==> src/rtl/usb_rw_pkg.sv <==
// Shared types and constants for the USB read/write transaction sequencer.
// WDOG_CYCLES is only used when USB_RW_WDOG_EN is defined.
package usb_rw_pkg;

  typedef enum logic [2:0] {
    IDLE,
    A_ISSUE,
    A_WAIT,
    D_ISSUE,
    D_WAIT,
    RESP
  } sched_state_t;

  localparam logic [3:0] PID_OUT     = 4'b1000;
  localparam logic [3:0] PID_IN      = 4'b1001;
  localparam logic [7:0] PID_DATA0   = 8'hC3;
  localparam int         WDOG_CYCLES = 4096;

  function automatic logic [18:0] mk_token(input logic [3:0] pid,
                                           input logic [6:0] addr,
                                           input logic [3:0] ep);
    return {pid, addr, ep, 4'b0000};
  endfunction

endpackage

==> src/rtl/usb_rw_sched_rr_arb2.sv <==
// Two-way round-robin arbiter: when both request, the one not granted last wins.
// The priority pointer only moves when a grant is actually accepted.
module rr_arb2 (
  input  logic       clk,
  input  logic       rst_b,
  input  logic [1:0] req,
  input  logic       accept,
  output logic [1:0] grant
);

  logic ptr;

  always_comb begin
    grant = req;
    if (req == 2'b11) begin
      grant = ptr ? 2'b10 : 2'b01;
    end
  end

  // Point at the requester that was not just served.
  always_ff @(posedge clk or negedge rst_b) begin
    if (!rst_b) begin
      ptr <= 1'b0;
    end else if (accept) begin
      ptr <= ~grant[1];
    end
  end

endmodule

==> src/rtl/usb_rw_sched.sv <==
// Sequencer turning host READ/WRITE requests into address + data protocol transactions.
// Optional USB_RW_WDOG_EN adds a per-transaction watchdog that aborts a hung wait phase.
module usb_rw_sched #(
  parameter logic [6:0] DEV_ADDR = 7'd5,
  parameter logic [3:0] ADDR_EP  = 4'd4,
  parameter logic [3:0] DATA_EP  = 4'd8
) (
  input  logic         clk,
  input  logic         rst_b,
  input  logic [1:0]   req_valid,
  input  logic [1:0]   req_write,
  input  logic [31:0]  req_page,
  input  logic [127:0] req_wdata,
  output logic [1:0]   req_ready,
  output logic         resp_valid,
  output logic         resp_id,
  output logic         resp_ok,
  output logic [63:0]  resp_rdata,
  output logic [18:0]  tokenRW,
  output logic [71:0]  dataRW,
  output logic         pktInAvailRW,
  input  logic         readyIn,
  input  logic         done,
  input  logic         success,
  input  logic [63:0]  dataOut
);

  import usb_rw_pkg::*;

  sched_state_t state, next_state;
  logic [1:0]   grant;
  logic         accept;
  logic         issue;
  logic         finish;
  logic         fin_ok;
  logic         wdog_hit;
  logic         op_write;
  logic         op_id;
  logic [15:0]  op_page;
  logic [63:0]  op_wdata;

  assign req_ready = (state == IDLE) ? grant : 2'b00;
  assign accept    = |(req_valid & req_ready);

  rr_arb2 u_arb (
    .clk    (clk),
    .rst_b  (rst_b),
    .req    (req_valid),
    .accept (accept),
    .grant  (grant)
  );

  always_ff @(posedge clk or negedge rst_b) begin
    if (!rst_b) begin
      state <= IDLE;
    end else begin
      state <= next_state;
    end
  end

  always_comb begin
    next_state = state;
    issue      = 1'b0;
    finish     = 1'b0;
    fin_ok     = 1'b0;
    case (state)
      IDLE: begin
        if (accept) next_state = A_ISSUE;
      end
      A_ISSUE: begin
        if (readyIn) begin
          issue      = 1'b1;
          next_state = A_WAIT;
        end
      end
      A_WAIT: begin
        if (done && success) begin
          next_state = D_ISSUE;
        end else if (done || wdog_hit) begin
          finish     = 1'b1;
          next_state = RESP;
        end
      end
      D_ISSUE: begin
        if (readyIn) begin
          issue      = 1'b1;
          next_state = D_WAIT;
        end
      end
      D_WAIT: begin
        if (done || wdog_hit) begin
          finish     = 1'b1;
          fin_ok     = done && success;
          next_state = RESP;
        end
      end
      RESP: begin
        next_state = IDLE;
      end
      default: begin
        next_state = IDLE;
      end
    endcase
  end

  // Request latch, protocol issue registers and response registers; token/data hold between issues.
  always_ff @(posedge clk or negedge rst_b) begin
    if (!rst_b) begin
      op_write     <= 1'b0;
      op_id        <= 1'b0;
      op_page      <= '0;
      op_wdata     <= '0;
      tokenRW      <= '0;
      dataRW       <= '0;
      pktInAvailRW <= 1'b0;
      resp_valid   <= 1'b0;
      resp_id      <= 1'b0;
      resp_ok      <= 1'b0;
      resp_rdata   <= '0;
    end else begin
      pktInAvailRW <= 1'b0;
      resp_valid   <= 1'b0;
      if (accept) begin
        op_id    <= grant[1];
        op_write <= grant[1] ? req_write[1]       : req_write[0];
        op_page  <= grant[1] ? req_page[31:16]    : req_page[15:0];
        op_wdata <= grant[1] ? req_wdata[127:64]  : req_wdata[63:0];
      end
      if (issue) begin
        pktInAvailRW <= 1'b1;
        if (state == A_ISSUE) begin
          tokenRW <= mk_token(PID_OUT, DEV_ADDR, ADDR_EP);
          dataRW  <= {PID_DATA0, op_page, 48'd0};
        end else if (op_write) begin
          tokenRW <= mk_token(PID_OUT, DEV_ADDR, DATA_EP);
          dataRW  <= {PID_DATA0, op_wdata};
        end else begin
          tokenRW <= mk_token(PID_IN, DEV_ADDR, DATA_EP);
          dataRW  <= '0;
        end
      end
      if (finish) begin
        resp_valid <= 1'b1;
        resp_id    <= op_id;
        resp_ok    <= fin_ok;
        resp_rdata <= (fin_ok && !op_write) ? dataOut : 64'd0;
      end
    end
  end

`ifdef USB_RW_WDOG_EN
  logic [15:0] wdog_cnt;

  // Restarted by every issue strobe so each protocol transaction gets its own budget.
  always_ff @(posedge clk or negedge rst_b) begin
    if (!rst_b) begin
      wdog_cnt <= '0;
    end else if (issue) begin
      wdog_cnt <= '0;
    end else if (state == A_WAIT || state == D_WAIT) begin
      wdog_cnt <= wdog_cnt + 16'd1;
    end
  end

  assign wdog_hit = (wdog_cnt == 16'(WDOG_CYCLES - 1));
`else
  assign wdog_hit = 1'b0;
`endif

endmodule

==> config.mk <==
export PLATFORM = sky130hd
export DESIGN_NAME = usb_rw_sched
export DESIGN_NICKNAME = d
export VERILOG_FILES = /design/src/rtl/usb_rw_pkg.sv /design/src/rtl/usb_rw_sched_rr_arb2.sv /design/src/rtl/usb_rw_sched.sv
export SDC_FILE = /design/constraint.sdc
export NUM_CORES = 1
export LEC_CHECK = 0
export CORE_AREA = 2 2 155 157
export DETAILED_ROUTE_END_ITERATION = 16
export DIE_AREA = 0 0 157 159
export MAX_ROUTING_LAYER = met4
export PLACE_DENSITY = 0.75
export SLEW_MARGIN = 40
export SYNTH_ARGS = -nofsm -noshare
export SYNTH_HDL_FRONTEND = slang
export SYNTH_SLANG_ARGS = --single-unit
==> constraint.sdc <==
create_clock -name clk -period 2.1 [get_ports clk]
set_input_delay 0.42 -clock clk [delete_from_list [all_inputs] [get_ports clk]]
set_output_delay 0.42 -clock clk [all_outputs]
set_load 0.01 [all_outputs]
# Word-level counts from Yosys, hierarchy flattened
# Index checks and enable logic that the tools add are counted.
# totals
regBits	245
elab_cells	56
output_inout_bits	161
input_bits	233
# op_classes
reduce_logical	7
mux	26
eq_ne	8
bitwise	2
# ops
op	count
72-bit two-way mux	2
64-bit two-way mux	2
16-bit two-way mux	3
3-bit two-way mux	5
3-bit one-hot mux with 5 select lines	1
1-bit two-way mux	9
3-bit by 2-bit == test with 1-bit output, second input constant	2
2-bit two-way mux	3
2-bit inequality test, second input constant	3
2-bit OR reduction	2
3-bit by 1-bit == test with 1-bit output, second input constant	1
3-bit == test, second input constant	1
3-bit zero test	1
3-bit AND reduction	1
2-bit bitwise AND	1
2-bit == test, second input constant	1
1-bit logical AND	2
1-bit one-hot mux with 2 select lines	1
1-bit zero test	1
1-bit NOT	1

# Logic depth before layout (Yosys ltp)
# Gate-level depths: netlist (run 1).
# logic_depth
ltp_word	7
depth_mapped	9
ltp_nobuf	5

# Hierarchy
# A second synthesis (run 1) with hierarchy kept.
# unflattened
cells_unflattened	689
area_unflattened_um2	9590.4
# by_module_without_submodules
mod	cells_each	seq_area_each_um2	n_inst	area_per_inst_um2
usb_rw_sched	683	5555.3	1	9534.1
rr_arb2	6	25.0	1	56.3

# Least setup slack after synthesis (run 1)
# OpenSTA, ideal clock, no wires.
# synth_timing
kind	reg2out
startpoint	register state[0]
endpoint	output req_ready[1]
stages_incl_launch_ff	4
required_time_ps	1680
arrival_time_ps	1316
path_buffers	2
path_slack_ps	364
cell_sequence	dfrtp_1 buf_6 nor4_4 buf_6
# synth_via
elab_chain_cells	2
# synth_lines
item	line_no	text
start, declared	usb_rw_sched.sv:30	sched_state_t state, next_state;
start signal, assigned	usb_rw_sched.sv:57	state <= next_state;
3-bit zero test	usb_rw_sched.sv:42	assign req_ready = (state == IDLE) ? grant : 2'b00;
2-bit two-way mux	usb_rw_sched.sv:42	
end, declared	usb_rw_sched.sv:14	output logic [1:0] req_ready,
# Every way passes these cells.

# Worst setup path in the final report (run 1)
# layout_timing
startpoint	register state[1]
endpoint	output req_ready[0]
# The elaborated chain is that of the path after synthesis.

==> results.toml, run 1 <==
[sta]
rsz0062_at_grt = "false"
hold_violations = 0
skew_ns = 0.02029
relSlewSlack = 0.6471
max_freq_mhz = 489.2
period_minus_slack_ns = 2.044
tightest_slew_ns = 0.5293
setup_viol = 0
finalCritPeriodShare = 0.9733
final_max_slew_viol_count = 0

[power]
power_mw = 18.73
p_sw_frac = 0.3198
vdd_drop_max_mv = 0.6537
total_leakage_power_nw = 6.088
p_per_area_mw_per_mm2 = 1346
p_int_mw = 12.74
seqPwrFrac = 0.385
pwr-share-clk = 0.216
p_switching_mw = 5.990
p_comb_frac = 0.399

[floorplanning]
core-area_mm2 = 0.02319
fp.dieArea_mm2 = 0.02496
initial_core_util = 0.3895
rows = 56
ioPinCount = 394
fp.dieH_um = 159
die_x_um = 157

[yosys]
synth_ff_type = "dfrtp_1"
ys_ff_latch = 223
synth_compound_area_frac = 0.2247
synth_edf_count = 0
ys_warn_count = 0
synth_top_area_cell = "dfrtp_1"
synth_common_cells = "dfrtp_1 (223), a22o_1 (112), a221o_1 (79)"
synth_top_area_frac = 0.6177
synth_xor_area_frac = 0.0009695
synth.mux.area_fraction = 0.003463
synth_cell_types = 37
yosys-top-cells-area = "dfrtp_1 (62%), a22o_1 (11%), a221o_1 (8.8%)"
ys_seq_area_frac = 0.6177
syn_area_mm2 = 0.009034
syn-mean-instance-area_um2 = 13.15
synth-adder-area-share = 0
synthSimpleGateAreaFrac = 0.08850
synthesis.instances = 687
async_reset_ff_frac = 1.000
yosysMostFrequentCell = "dfrtp_1"
synth_top_family_by_area = "compound AO/OA/AOI/OAI gates"

[critical_path]
crit_path_max_fanout = 3
crit_slowest_cell = "dfrtp_1"
critPathLaunchType = "flop"
arrival_ns = 1.62
path_class = "reg2out"
cp.required_ns = 1.68
cp_cell_sequence = "nor3_4 > and3_4 > clkdlybuf4s15_2"
critPathCaptureType = "output pin"
cp_slowest_stage_delay_ns = 0.42

[clock_tree]
path_clk_slew_ns = 0.06
cts_buffers = 24
cts_tree = "yes"
clock_latency_ns = 0.52
ctsRootBufferMaster = "clkbuf_16"
clock_path_buffers = 3
cts_max_level = 1
cts_sinks = 223

[global_routing]
first_global_vias = 7520
gr-total-overflow = 0
grt_pass1_wl_um = 42510
grt_max_degree = 65
grt_usage = 0.2256
antenna_found_initial = 2

[placement]
placed_area_mm2 = 0.01312
dp_hpwl_um = 20030
place.gp.congestion = 0.8114
port_buffers = 376

[drt]
dr.pass1.iters = 4
drtIter0Drc = 315
met1_length_um = 11030
routed_wl_um = 27850
wl_met2_um = 13590
vias_per_cell = 5.206
vias = 7252
highest_layer = "met4"
post_drt_wl_per_cell_um = 19.99
wl_met3_um = 2324
drc_errors = 0
ant_nets = 0

[min_path]
hold_path_class = "in2async"

[final_layout]
areaGrowthSynthToFinish_pct = 54.03
drive_gt1_frac = 0.08022
fill_cells = 1886
nets = 1290
finish.instance_area_mm2 = 0.01391

[run_status]
status = "finished clean"

[job]
drv_cap = 0
per-layer routing:
metal | vias up | track usage
met5 | - | -
met4 | 0 | 0.07923
met3 | 55 | 0.06206
met2 | 334 | 0.3676
met1 | 3573 | 0.2685
li1 | 3290 | -
layout make-up:
cell class | instances | area [µm²] | area share
antenna | 2 | 5.005 | 0.0003597
clock buffer | 34 | 719.4 | 0.05170
clock inverter | 7 | 40.04 | 0.002877
inverter | 7 | 31.28 | 0.002248
multi-input combinational | 391 | 2967 | 0.2132
sequential | 223 | 5580 | 0.4010
tap | 319 | 399.1 | 0.02868
timing repair buffer | 410 | 4173 | 0.2999
cell usage in the layout (no fill, tap or decap), types with 5 or more instances in the layout:
cell,count
clkdlybuf4s50_1,373
dfrtp_1,223
a22o_1,112
a221o_1,79
and2_0,51
and2_1,29
nor2_1,27
clkbuf_16,25
buf_4,21
conb_1,17
nand2_1,14
o21ai_0,12
buf_12,12
a221oi_1,11
a21oi_1,8
clkinv_2,6
clkbuf_8,6
inv_1,5
and3_1,5
logic make-up (layout without fill, tap and decap cells):
logic type / count (synthesis) / count (layout)
AO/OA/AOI/OAI: 230 / 230
AND/OR/NAND/NOR: 140 / 140
XOR/XNOR: 1 / 1
multiplexers: 3 / 3
buffers and inverters: 89 / 458
flip-flops: 223 / 223
other: 1 / 19
through the flow:
| step | worst slack (ns) | instances | hold slack (ns) | utilization | setup TNS (ns) |
|---|---|---|---|---|---|
| 2_1_floorplan | 0.3638 | 703 | 0.1244 | - | 0 |
| 3_3_place_gp | -0.06364 | 1348 | 0.3571 | 0.5656 | -0.1106 |
| 5_1_grt | 0.01428 | 1393 | 0.4171 | 0.6000 | 0 |
| 4_1_cts | 0.006086 | 1390 | 0.3941 | 0.5993 | 0 |
| 3_5_place_dp | -0.1064 | 1348 | 0.3593 | 0.5656 | -0.1716 |
| 6_report | 0.05604 | 1393 | 0.4010 | 0.6000 | 0 |
registers in the layout, indices dropped and copies added, names as in the netlist:
| register | cells |
|---|---|
| dataRW | 65 |
| op_wdata | 64 |
| resp_rdata | 64 |
| op_page | 16 |
| tokenRW | 4 |
| state | 3 |
| op_id | 1 |
| op_write | 1 |
| pktInAvailRW | 1 |
| resp_id | 1 |
| resp_ok | 1 |
| resp_valid | 1 |
| u_arb.ptr | 1 |
final timing paths:
check                           start             end  slack (ns)  cells after the start
max                          state[1]    req_ready[0]        0.06                      3
min in group clk           tokenRW[7]      tokenRW[7]        0.47                      2
max in group asynchronous       rst_b  resp_rdata[19]        1.05                      3
max reg2reg                  state[1]  resp_rdata[51]        0.23                      6
min reg2reg                tokenRW[7]      tokenRW[7]        0.47                      2
min                             rst_b      dataRW[23]        0.40                      2
worst max-delay path: cells and delay by family, from the launching register on:
| kind | cells | cell delay [ns] |
|---|---|---|
| DFF | 1 | 0.42 |
| buffers and inverters | 1 | 0.22 |
| and+or+nand+nor | 2 | 0.47 |
repair_timing:
action                                 CTS  global route
hold buffers                             1             0
pin swaps                                2             2
endpoints found under the hold margin   46             0
setup endpoints to repair                2             5
gates cloned                             0             0
gates resized for setup                 10             1
setup buffers                            0             1
power groups by stage:
| stage | combinational [mW] | sequential [mW] | clock [mW] |
|---|---|---|---|
| after floorplan | 3.44 | 7.47 | 0 |
| after global placement | 7.39 | 7.20 | 0 |
| after global routing | 8.07 | 7.42 | 4.34 |
| after CTS | 7.55 | 7.22 | 4.15 |
| after detailed placement | 7.51 | 7.23 | 0 |
| final | 7.47 | 7.21 | 4.05 |
Note: power is estimated with default switching activity, not from simulation.
==> run 2, diff against run 1 <==
CORE_AREA = 2 2 152 154   (was 2 2 155 157)
DIE_AREA = 0 0 154 156   (was 0 0 157 159)
PLACE_DENSITY = 0.77   (was 0.75)
==> results.toml, run 2 (synthesized netlist as in run 1, its figures left out) <==
[critical_path]
cp.required_ns = 1.68
arrival_ns = 1.62
critPathLaunchType = "flop"
crit_path_max_fanout = 2
critPathCaptureType = "output pin"
path_class = "reg2out"

[placement]
port_buffers = 376
dp_hpwl_um = 20380
placed_area_mm2 = 0.01308
place.gp.congestion = 0.8196
dp.cells = 1314
dp_slack_ns = -0.1244

[floorplanning]
rows = 55
core-area_mm2 = 0.02237
initial_core_util = 0.4039
fp.dieArea_mm2 = 0.02402
fp.dieH_um = 156
die_x_um = 154
ioPinCount = 394

[final_layout]
final_common_cell = "clkdlybuf4s50_1"
instances_no_fill = 1363
drive_gt1_frac = 0.07993
largest_reg_flops = 65
final_util = 0.6231
nets = 1291
reg.largest.list = "dataRW: 65 flops, op_wdata: 64 flops, resp_rdata: 64 flops"
finish.instance_area_mm2 = 0.01394
top_register = "dataRW"
layout_common_cells = "clkdlybuf4s50_1 (373), dfrtp_1 (223), a22o_1 (112)"
areaGrowthSynthToFinish_pct = 54.27

[sta]
setup_viol = 0
rsz0062_at_grt = "true"
tightest_slew_ns = 0.5207
max_freq_mhz = 489.0
hold_violations = 0
skew_ns = 0.006346
hold_ws_ns = 0.4331
relSlewSlack = 0.6529
finalCritPeriodShare = 0.9737
finalWorstSetupSlack_ns = 0.05518
final_max_slew_viol_count = 0
period_minus_slack_ns = 2.045
tns_ns = 0

[drt]
vias = 7293
ant_nets = 0
drc_errors = 0
dr.pass1.iters = 4
drtIter0Drc = 408
post_drt_wl_per_cell_um = 20.60
vias_per_cell = 5.351
routed_wl_um = 28080

[clock_tree]
ctsRootBufferMaster = "clkbuf_16"
cts_sinks = 223
path_clk_slew_ns = 0.06
clock_path_buffers = 3
cts_tree = "yes"
cts_max_level = 1
clock_latency_ns = 0.51
cts_buffers = 24

[global_routing]
grt_usage = 0.2359
gr-total-overflow = 0
grt_max_degree = 65
first_global_vias = 7594
grt_pass1_wl_um = 42920
antenna_found_initial = 2

[power]
p_per_area_mw_per_mm2 = 1366
power_mw = 19.04
total_leakage_power_nw = 6.131
vdd_drop_max_mv = 0.6568

[job]
drv_cap = 0

[run_status]
status = "finished clean"

[min_path]
hold_path_class = "in2async"
[run 2: cell types whose count changed in the layout (fill, tap and decap cells not counted), sizes merged]
| cell | change |
|---|---|
| clkinvlp | -3 |
| clkdlybuf4s15 | -1 |
| buf | +1 |
| clkbuf | +5 |
| bufinv | +1 |
| dlygate4sd2 | +1 |
[run 2: power by group]
group          leakage [nW]  switching, mW  internal (mW)
sequential             2.91           1.17           6.12
clock                 0.408           1.67           2.61
combinational          2.81           3.20           4.28
[run 2: worst max-delay path, cell delays in order, from the launching register on]
cell and delay, ns:
dfrtp_1 0.42, nor3_4 0.22, and3_4 0.22, dlygate4sd2_1 0.26
[run 2: area by class of cell]
cell class,count,area (µm²)
fill,1724,8429
timing repair buffer,411,4182
inverter,7,27.53
tap,285,356.6
sequential,223,5580
clock inverter,5,50.05
clock buffer,39,768.2
multi-input combinational,391,2967
antenna,2,5.005
[run 2: layer usage]
metal	up-vias	routed length, µm	GRT usage
met5	-	0	-
met1	3636	10980	0.2820
met2	316	14150	0.3950
met3	50	2104	0.05750
li1	3291	-	-
met4	0	847	0.07744
[run 2: path summary, 6_finish.rpt]
path	from	endpoint	slack (ns)	cells past startpoint
min in group clk	dataRW[51]	dataRW[51]	0.47	2
hold reg to reg	dataRW[51]	dataRW[51]	0.47	2
setup / recovery	state[1]	req_ready[0]	0.06	3
hold / removal	rst_b	resp_rdata[63]	0.43	2
setup reg to reg	state[1]	resp_id	0.26	6
max in group asynchronous	rst_b	op_wdata[41]	0.97	3
[run 2: repair_timing]
action,in CTS,in global routing
hold endpoints to repair,49,0
hold buffers,1,0
setup buffers,2,0
setup endpoints to repair,2,2
gates resized for setup,7,2
pin swaps,2,0
